[src/rtl/parking_pkg.sv]
// Shared types and constants for the multi-lane parking entry controller.
package parking_pkg;

    typedef enum logic [1:0] {
        LaneIdle     = 2'd0,
        LaneWaitPass = 2'd1,
        LaneOpen     = 2'd2
    } lane_state_e;

    localparam logic [1:0] PASS_PEND0  = 2'b00;
    localparam logic [1:0] PASS_REJECT = 2'b01;
    localparam logic [1:0] PASS_ACCEPT = 2'b10;
    localparam logic [1:0] PASS_PEND1  = 2'b11;

endpackage

[src/rtl/parking_lane_fsm.sv]
// One entry lane: arrival edge detect, lane FSM with timeout timer, registered pulses.
module parking_lane_fsm
    import parking_pkg::*;
#(
    parameter int unsigned TMR_W   = 8,
    parameter int unsigned TIMEOUT = 200
) (
    input  logic       clk,
    input  logic       reset_n,
    input  logic       arrive,
    input  logic [1:0] pass_code,
    input  logic       cleared,
    input  logic       grant,
    input  logic       full,
    output logic       request,
    output logic       commit,
    output logic       leave_open,
    output logic       in_open,
    output logic       gate_up,
    output logic       gate_down,
    output logic       reject,
    output logic       timeout,
    output logic       busy
);

    lane_state_e      state_q;
    logic [TMR_W-1:0] timer_q;
    logic             arrive_q;
    logic             expired;

    assign expired    = (timer_q == TMR_W'(TIMEOUT - 1));
    assign request    = (state_q == LaneWaitPass) && (pass_code == PASS_ACCEPT);
    assign commit     = (state_q == LaneOpen) && cleared;
    assign leave_open = (state_q == LaneOpen) && (cleared || expired);
    assign in_open    = (state_q == LaneOpen);

    always_ff @(posedge clk or negedge reset_n) begin
        if (!reset_n) begin
            state_q   <= LaneIdle;
            timer_q   <= '0;
            arrive_q  <= 1'b0;
            gate_up   <= 1'b0;
            gate_down <= 1'b0;
            reject    <= 1'b0;
            timeout   <= 1'b0;
            busy      <= 1'b0;
        end else begin
            arrive_q  <= arrive;
            gate_up   <= 1'b0;
            gate_down <= 1'b0;
            reject    <= 1'b0;
            timeout   <= 1'b0;
            case (state_q)
                LaneIdle: begin
                    if (arrive && !arrive_q) begin
                        if (full) begin
                            reject <= 1'b1;
                        end else begin
                            state_q <= LaneWaitPass;
                            timer_q <= '0;
                            busy    <= 1'b1;
                        end
                    end
                end
                LaneWaitPass: begin
                    if (pass_code == PASS_ACCEPT) begin
                        if (grant) begin
                            gate_up <= 1'b1;
                            state_q <= LaneOpen;
                            timer_q <= '0;
                        end else if (!expired) begin
                            // Timer saturates while an ungranted accept is retried.
                            timer_q <= timer_q + 1'b1;
                        end
                    end else if (pass_code == PASS_REJECT) begin
                        reject  <= 1'b1;
                        state_q <= LaneIdle;
                        busy    <= 1'b0;
                    end else if (expired) begin
                        timeout <= 1'b1;
                        state_q <= LaneIdle;
                        busy    <= 1'b0;
                    end else begin
                        timer_q <= timer_q + 1'b1;
                    end
                end
                LaneOpen: begin
                    if (cleared) begin
                        gate_down <= 1'b1;
                        state_q   <= LaneIdle;
                        busy      <= 1'b0;
                    end else if (expired) begin
                        gate_down <= 1'b1;
                        timeout   <= 1'b1;
                        state_q   <= LaneIdle;
                        busy      <= 1'b0;
                    end else begin
                        timer_q <= timer_q + 1'b1;
                    end
                end
                default: begin
                    state_q <= LaneIdle;
                    busy    <= 1'b0;
                end
            endcase
        end
    end

endmodule

[src/rtl/parking_gate_ctrl.sv]
// Multi-lane parking entry controller: per-lane FSMs, accept arbitration, occupancy tracking.
module parking_gate_ctrl
    import parking_pkg::*;
#(
    parameter int unsigned NLANES  = 2,
    parameter int unsigned CAP     = 15,
    parameter int unsigned CNT_W   = 4,
    parameter int unsigned TMR_W   = 8,
    parameter int unsigned TIMEOUT = 200
) (
    input  logic                clk,
    input  logic                reset_n,
    input  logic [NLANES-1:0]   arrive,
    input  logic [2*NLANES-1:0] pass_valid,
    input  logic [NLANES-1:0]   cleared,
    input  logic                exit_sensor,
    output logic [NLANES-1:0]   gate_up,
    output logic [NLANES-1:0]   gate_down,
    output logic [NLANES-1:0]   reject,
    output logic [NLANES-1:0]   timeout,
    output logic [NLANES-1:0]   busy,
    output logic [CNT_W-1:0]    occupancy,
    output logic                full,
    output logic                empty
);

    logic [NLANES-1:0] request, commit, leave_open, in_open, grant;
    logic              exit_q, exit_fall, room, found;
    logic [CNT_W-1:0]  occ_d;
    logic              full_d, empty_d;
    int unsigned       n_open, n_commit, n_release, occ_n, res_n;

    for (genvar i = 0; i < NLANES; i++) begin : g_lane
        parking_lane_fsm #(
            .TMR_W   (TMR_W),
            .TIMEOUT (TIMEOUT)
        ) u_lane (
            .clk        (clk),
            .reset_n    (reset_n),
            .arrive     (arrive[i]),
            .pass_code  (pass_valid[2*i +: 2]),
            .cleared    (cleared[i]),
            .grant      (grant[i]),
            .full       (full),
            .request    (request[i]),
            .commit     (commit[i]),
            .leave_open (leave_open[i]),
            .in_open    (in_open[i]),
            .gate_up    (gate_up[i]),
            .gate_down  (gate_down[i]),
            .reject     (reject[i]),
            .timeout    (timeout[i]),
            .busy       (busy[i])
        );
    end

    assign exit_fall = exit_q && !exit_sensor;

    always_comb begin
        n_open    = 0;
        n_commit  = 0;
        n_release = 0;
        for (int i = 0; i < int'(NLANES); i++) begin
            if (in_open[i])    n_open++;
            if (commit[i])     n_commit++;
            if (leave_open[i]) n_release++;
        end
        room  = (32'(occupancy) + n_open) < CAP;
        // Lowest-index requester wins; at most one grant per cycle.
        grant = '0;
        found = 1'b0;
        for (int i = 0; i < int'(NLANES); i++) begin
            if (room && request[i] && !found) begin
                grant[i] = 1'b1;
                found    = 1'b1;
            end
        end
        occ_n = 32'(occupancy) + n_commit;
        if (exit_fall && (occupancy != '0)) occ_n = occ_n - 1;
        res_n = n_open - n_release;
        if (found) res_n++;
        occ_d   = CNT_W'(occ_n);
        full_d  = (occ_n + res_n) >= CAP;
        empty_d = (occ_n == 0);
    end

    always_ff @(posedge clk or negedge reset_n) begin
        if (!reset_n) begin
            exit_q    <= 1'b0;
            occupancy <= '0;
            full      <= 1'b0;
            empty     <= 1'b1;
        end else begin
            exit_q    <= exit_sensor;
            occupancy <= occ_d;
            full      <= full_d;
            empty     <= empty_d;
        end
    end

endmodule
[config.mk]
export PLATFORM = sky130hd
export DESIGN_NAME = parking_gate_ctrl
export DESIGN_NICKNAME = d
export VERILOG_FILES = /design/src/rtl/parking_pkg.sv /design/src/rtl/parking_lane_fsm.sv /design/src/rtl/parking_gate_ctrl.sv
export SDC_FILE = /design/constraint.sdc
export NUM_CORES = 1
export LEC_CHECK = 0
export CORE_ASPECT_RATIO = 1.4
export CORE_MARGIN = 10
export CORE_UTILIZATION = 50
export CTS_BUF_LIST = sky130_fd_sc_hd__clkbuf_8
export CTS_CLUSTER_SIZE = 30
export DETAILED_ROUTE_END_ITERATION = 10
export PLACE_DENSITY = 0.76
export SYNTH_ARGS = -nofsm -noshare
export SYNTH_HDL_FRONTEND = slang
export SYNTH_HIERARCHICAL = 1
export SYNTH_SLANG_ARGS = --single-unit
[constraint.sdc]
create_clock -name clk -period 4.51 [get_ports clk]
set_input_delay 0.451 -clock clk [delete_from_list [all_inputs] [get_ports clk]]
set_output_delay 0.451 -clock clk [all_outputs]
set_load 0.02 [all_outputs]
==> results.py <==
metrics = {
    "global_route": {
        "antenna_found_initial": 0,
        "grt_usage_pct": 16.1,
        "grt_pass1_vias": 3410,
        "grt_pass1_wl_um": 15300,
        "grt-ovfl-total": 0,
        "grt_max_degree": 40,
    },
    "timing": {
        "hold_viol_final": 0,
        "fmax_ghz": 0.227,
        "skew_ps": 5.75,
        "min_period_over_period_pct": 97.6,
        "slew_violations": 0,
        "setup_violations": 0,
        "max_slew.worst_pin.slew_ps": 890,
        "max_slew_margin_pct": 40.7,
        "finalCriticalPeriod_ps": 4400,
        "worst_hold_slack_ps": 278,
        "setup_tns_ps": 0,
    },
    "logic_synthesis": {
        "netlist_area_um2": 3660,
        "syn_avg_cell_area_um2": 9.03,
        "synth_top_cell_by_area": "dfrtp_1",
        "synth_seq_cells": 39,
        "syn_nets": 455,
        "ys_seq_area_share_pct": 26.7,
        "synthFlopType": "dfrtp_1",
        "postSynthCellCount": 406,
        "synth_cell_types": 80,
        "synth_edf_count": 0,
        "synth_top_area_share_pct": 25.9,
        "ys_top_cells_by_area": "dfrtp_1, ha_1, inv_1",
        "async_reset_ff_share_pct": 100,
        "yosys_warnings": 6,
    },
    "setup_path": {
        "critPathRequiredTime_ps": 4670,
        "reg2reg_slack_ps": 110,
        "cp.buffers_inverters": 1,
        "crit_type": "flip-flop to flip-flop",
        "critPathCaptureType": "flip-flop",
        "r2r_cells": 16,
        "crit_path_cell_trace": "ha_4 > and2_1 > ha_1 > ha_1 > inv_1 > fa_1 > mux2i_1 > nand3_1 > nor3b_1 > ha_4 > a21oi_2 > o21ai_1 > or3_1 > mux2i_1 > o21ai_0 > nand4b_1",
        "reg2reg_from": "g_lane[1].u_lane/state_q[1]$_DFFE_PN0P_",
        "cp.arrival_ps": 4560,
        "startpoint_type": "flip-flop",
        "critPathMaxStageDelay_ps": 660,
        "rr_endpoint": "full$_DFF_PN0_",
        "cp.depth": 16,
        "crit_start": "g_lane[1].u_lane/state_q[1]$_DFFE_PN0P_",
        "path_max_fanout": 7,
        "cp_top_family": "simple AND/OR/NAND/NOR gates",
        "crit_slowest_cell": "nor3b_1",
        "crit_path_end": "full$_DFF_PN0_",
    },
    "power_and_ir_drop": {
        "clock_power_share_pct": 10.3,
        "p_per_area_nw_per_um2": 477,
        "p_seq_share_pct": 24.2,
        "switching_share_pct": 45.3,
        "switchingPower_uw": 976,
        "power_mw": 2.15,
        "p_comb_share_pct": 65.5,
        "peakVddDrop_mv": 0.195,
        "p_leak_nw": 1.88,
        "internal_power_mw": 1.18,
    },
    "floorplanning": {
        "boundaryPins": 27,
        "die_area_um2": 11200,
        "initial_core_util_pct": 51.8,
        "die_y_um": 121,
        "rows": 36,
        "die_w_um": 92.4,
        "core_um2": 7070,
    },
    "layout": {
        "syn_to_final_growth_pct": 23.1,
        "finish.net_count": 515,
        "drive_gt1_share_pct": 21.2,
        "final_core_util_pct": 63.8,
        "n_antenna_cell": 0,
    },
    "clock_network": {
        "cts_tree": "yes",
        "cts_hold_buf": 0,
        "worst_skew_pair.late_latency_ps": 280,
        "ctsRootBufferMaster": "clkbuf_8",
        "clock-sinks": 39,
        "clk_path_buf_depth": 2,
        "cts.htree.levels": 2,
        "numCtsBuffers": 5,
        "clkTransAtPathRegs_ps": 80,
    },
    "drt": {
        "wl_um": 9300,
        "wl_per_cell_um": 16.5,
        "drc": 0,
        "num_vias": 3450,
        "vias_per_cell": 6.14,
        "drtIter0Drc": 221,
        "first_pass_iters": 5,
        "ant_nets": 0,
    },
    "job": {
        "drv_cap": 0,
    },
    "placed_design": {
        "portBuffers": 26,
        "dp.final_hpwl_um": 7090,
        "place_congestion": 0.955,
    },
    "run_status": {
        "status": "finished clean",
    },
    "worst_hold_path": {
        "min_path_type": "input port to asynchronous set/reset pin",
    },
}
synth_stat cells (6+ instances only):
cell type and instances:
a21oi_1 22, a31oi_1 8, and3_1 7, dfrtp_1 38, ha_1 36, inv_1 34
mux2i_1 11, nand2_1 22, nand2b_1 9, nand3_1 15, nand4_1 9, nor2_1 13
nor2b_1 7, o211ai_1 13, o21a_1 6, o21ai_0 18, o22ai_1 7
layout make-up:
class                           count  area (um2)
Sequential cell                    39         978
Inverter                           35         131
Multi-Input combinational cell    319        2650
Clock buffer                        5        68.8
Fill cell                         577        2560
Clock inverter                      3        11.3
Timing Repair Buffer               66         556
Tap cell                           95         119
flip-flops by register name, summed over array words and instances, names as in the netlist:
| register | cells |
|---|---|
| g_lane.u_lane/busy | 2 |
| occupancy | 4 |
| full | 1 |
| g_lane.u_lane/timeout | 2 |
| empty | 1 |
| g_lane.u_lane/state_q | 4 |
| exit_q | 1 |
| g_lane.u_lane/gate_down | 2 |
| g_lane.u_lane/timer_q | 16 |
| g_lane.u_lane/arrive_q | 2 |
| g_lane.u_lane/gate_up | 2 |
| g_lane.u_lane/reject | 2 |
timing repair:
action / CTS / global route
endpoints found under the setup margin: 1 / 1
hold endpoints to repair: 0 / 0
setup buffers: 2 / 6
pin swaps: 1 / 8
resized for setup: 4 / 29
how the worst min path moves through the flow:
stage | slack, ps | endpoint | startpoint
floorplan | 160 | exit_q$_DFF_PN0_ | reset_n
detailed placement | 490 | g_lane[1].u_lane/timer_q[0]$_DFFE_PN0P_ | g_lane[1].u_lane/timer_q[0]$_DFFE_PN0P_
global placement | 480 | g_lane[1].u_lane/timer_q[0]$_DFFE_PN0P_ | g_lane[1].u_lane/timer_q[0]$_DFFE_PN0P_
finish | 280 | g_lane[0].u_lane/timer_q[6]$_DFFE_PN0P_ | reset_n
global route | 360 | g_lane[0].u_lane/timeout$_DFF_PN0_ | reset_n
CTS | 310 | g_lane[0].u_lane/timer_q[6]$_DFFE_PN0P_ | reset_n
cells by family after synthesis:
logic type / synth area share [%]
compound gates: 24.5
flops: 26.7
simple gates: 22.9
xor+xnor: 2.39
mux: 4.23
fa+ha+maj: 13.4
buf+inv: 5.94
through the flow:
stage               setup slack, ps  cell area (um2)  cells
global placement             -0.344             4190    546
floorplan                       343             3660    406
CTS                            4.55             4300    556
global route                   -106             4510    562
detailed placement             -123             4190    546
finish                          107             4510    562
routing by layer:
| layer | share of wire, % | track usage [%] |
|---|---|---|
| met3 | 3.6 | 2.11 |
| met5 | 0 | 0 |
| met1 | 39 | 16.8 |
| met2 | 53 | 29.9 |
| met4 | 4.8 | 9.57 |
layout by cell type, fill, tap and decap left out, drive strengths merged, types with 6 or more instances in the layout:
cell type,count
ha,36
nand4,10
inv,38
o211ai,14
nor2,15
or2,6
and3,7
o21ai,20
nor2b,7
a21oi,27
nand2,23
dfrtp,38
clkdlybuf4s50,25
and2,6
o21a,6
nand3,16
nor3b,6
a31oi,8
buf,41
nand2b,9
mux2i,11
o22ai,7
worst reg2reg max path, cell delays in order, from the launching register on:
cell and delay, ps:
dfrtp_1 440, ha_4 210, and2_1 150, ha_1 280, ha_1 170, inv_1 70, fa_1 440, mux2i_1 180
nand3_1 160, nor3b_1 660, ha_4 340, a21oi_2 200, o21ai_1 120, or3_1 360, mux2i_1 220, o21ai_0 120
nand4b_1 180
power by group through the flow:
stage          combinational, mW  sequential, mW  clock, mW
2_1_floorplan              0.903           0.541          0
3_3_place_gp                1.27           0.513          0
3_5_place_dp                1.30           0.518          0
4_1_cts                     1.31           0.511      0.229
5_1_grt                     1.53           0.534      0.243
6_report                    1.41           0.521      0.222
(Power assumes the default switching activity.)
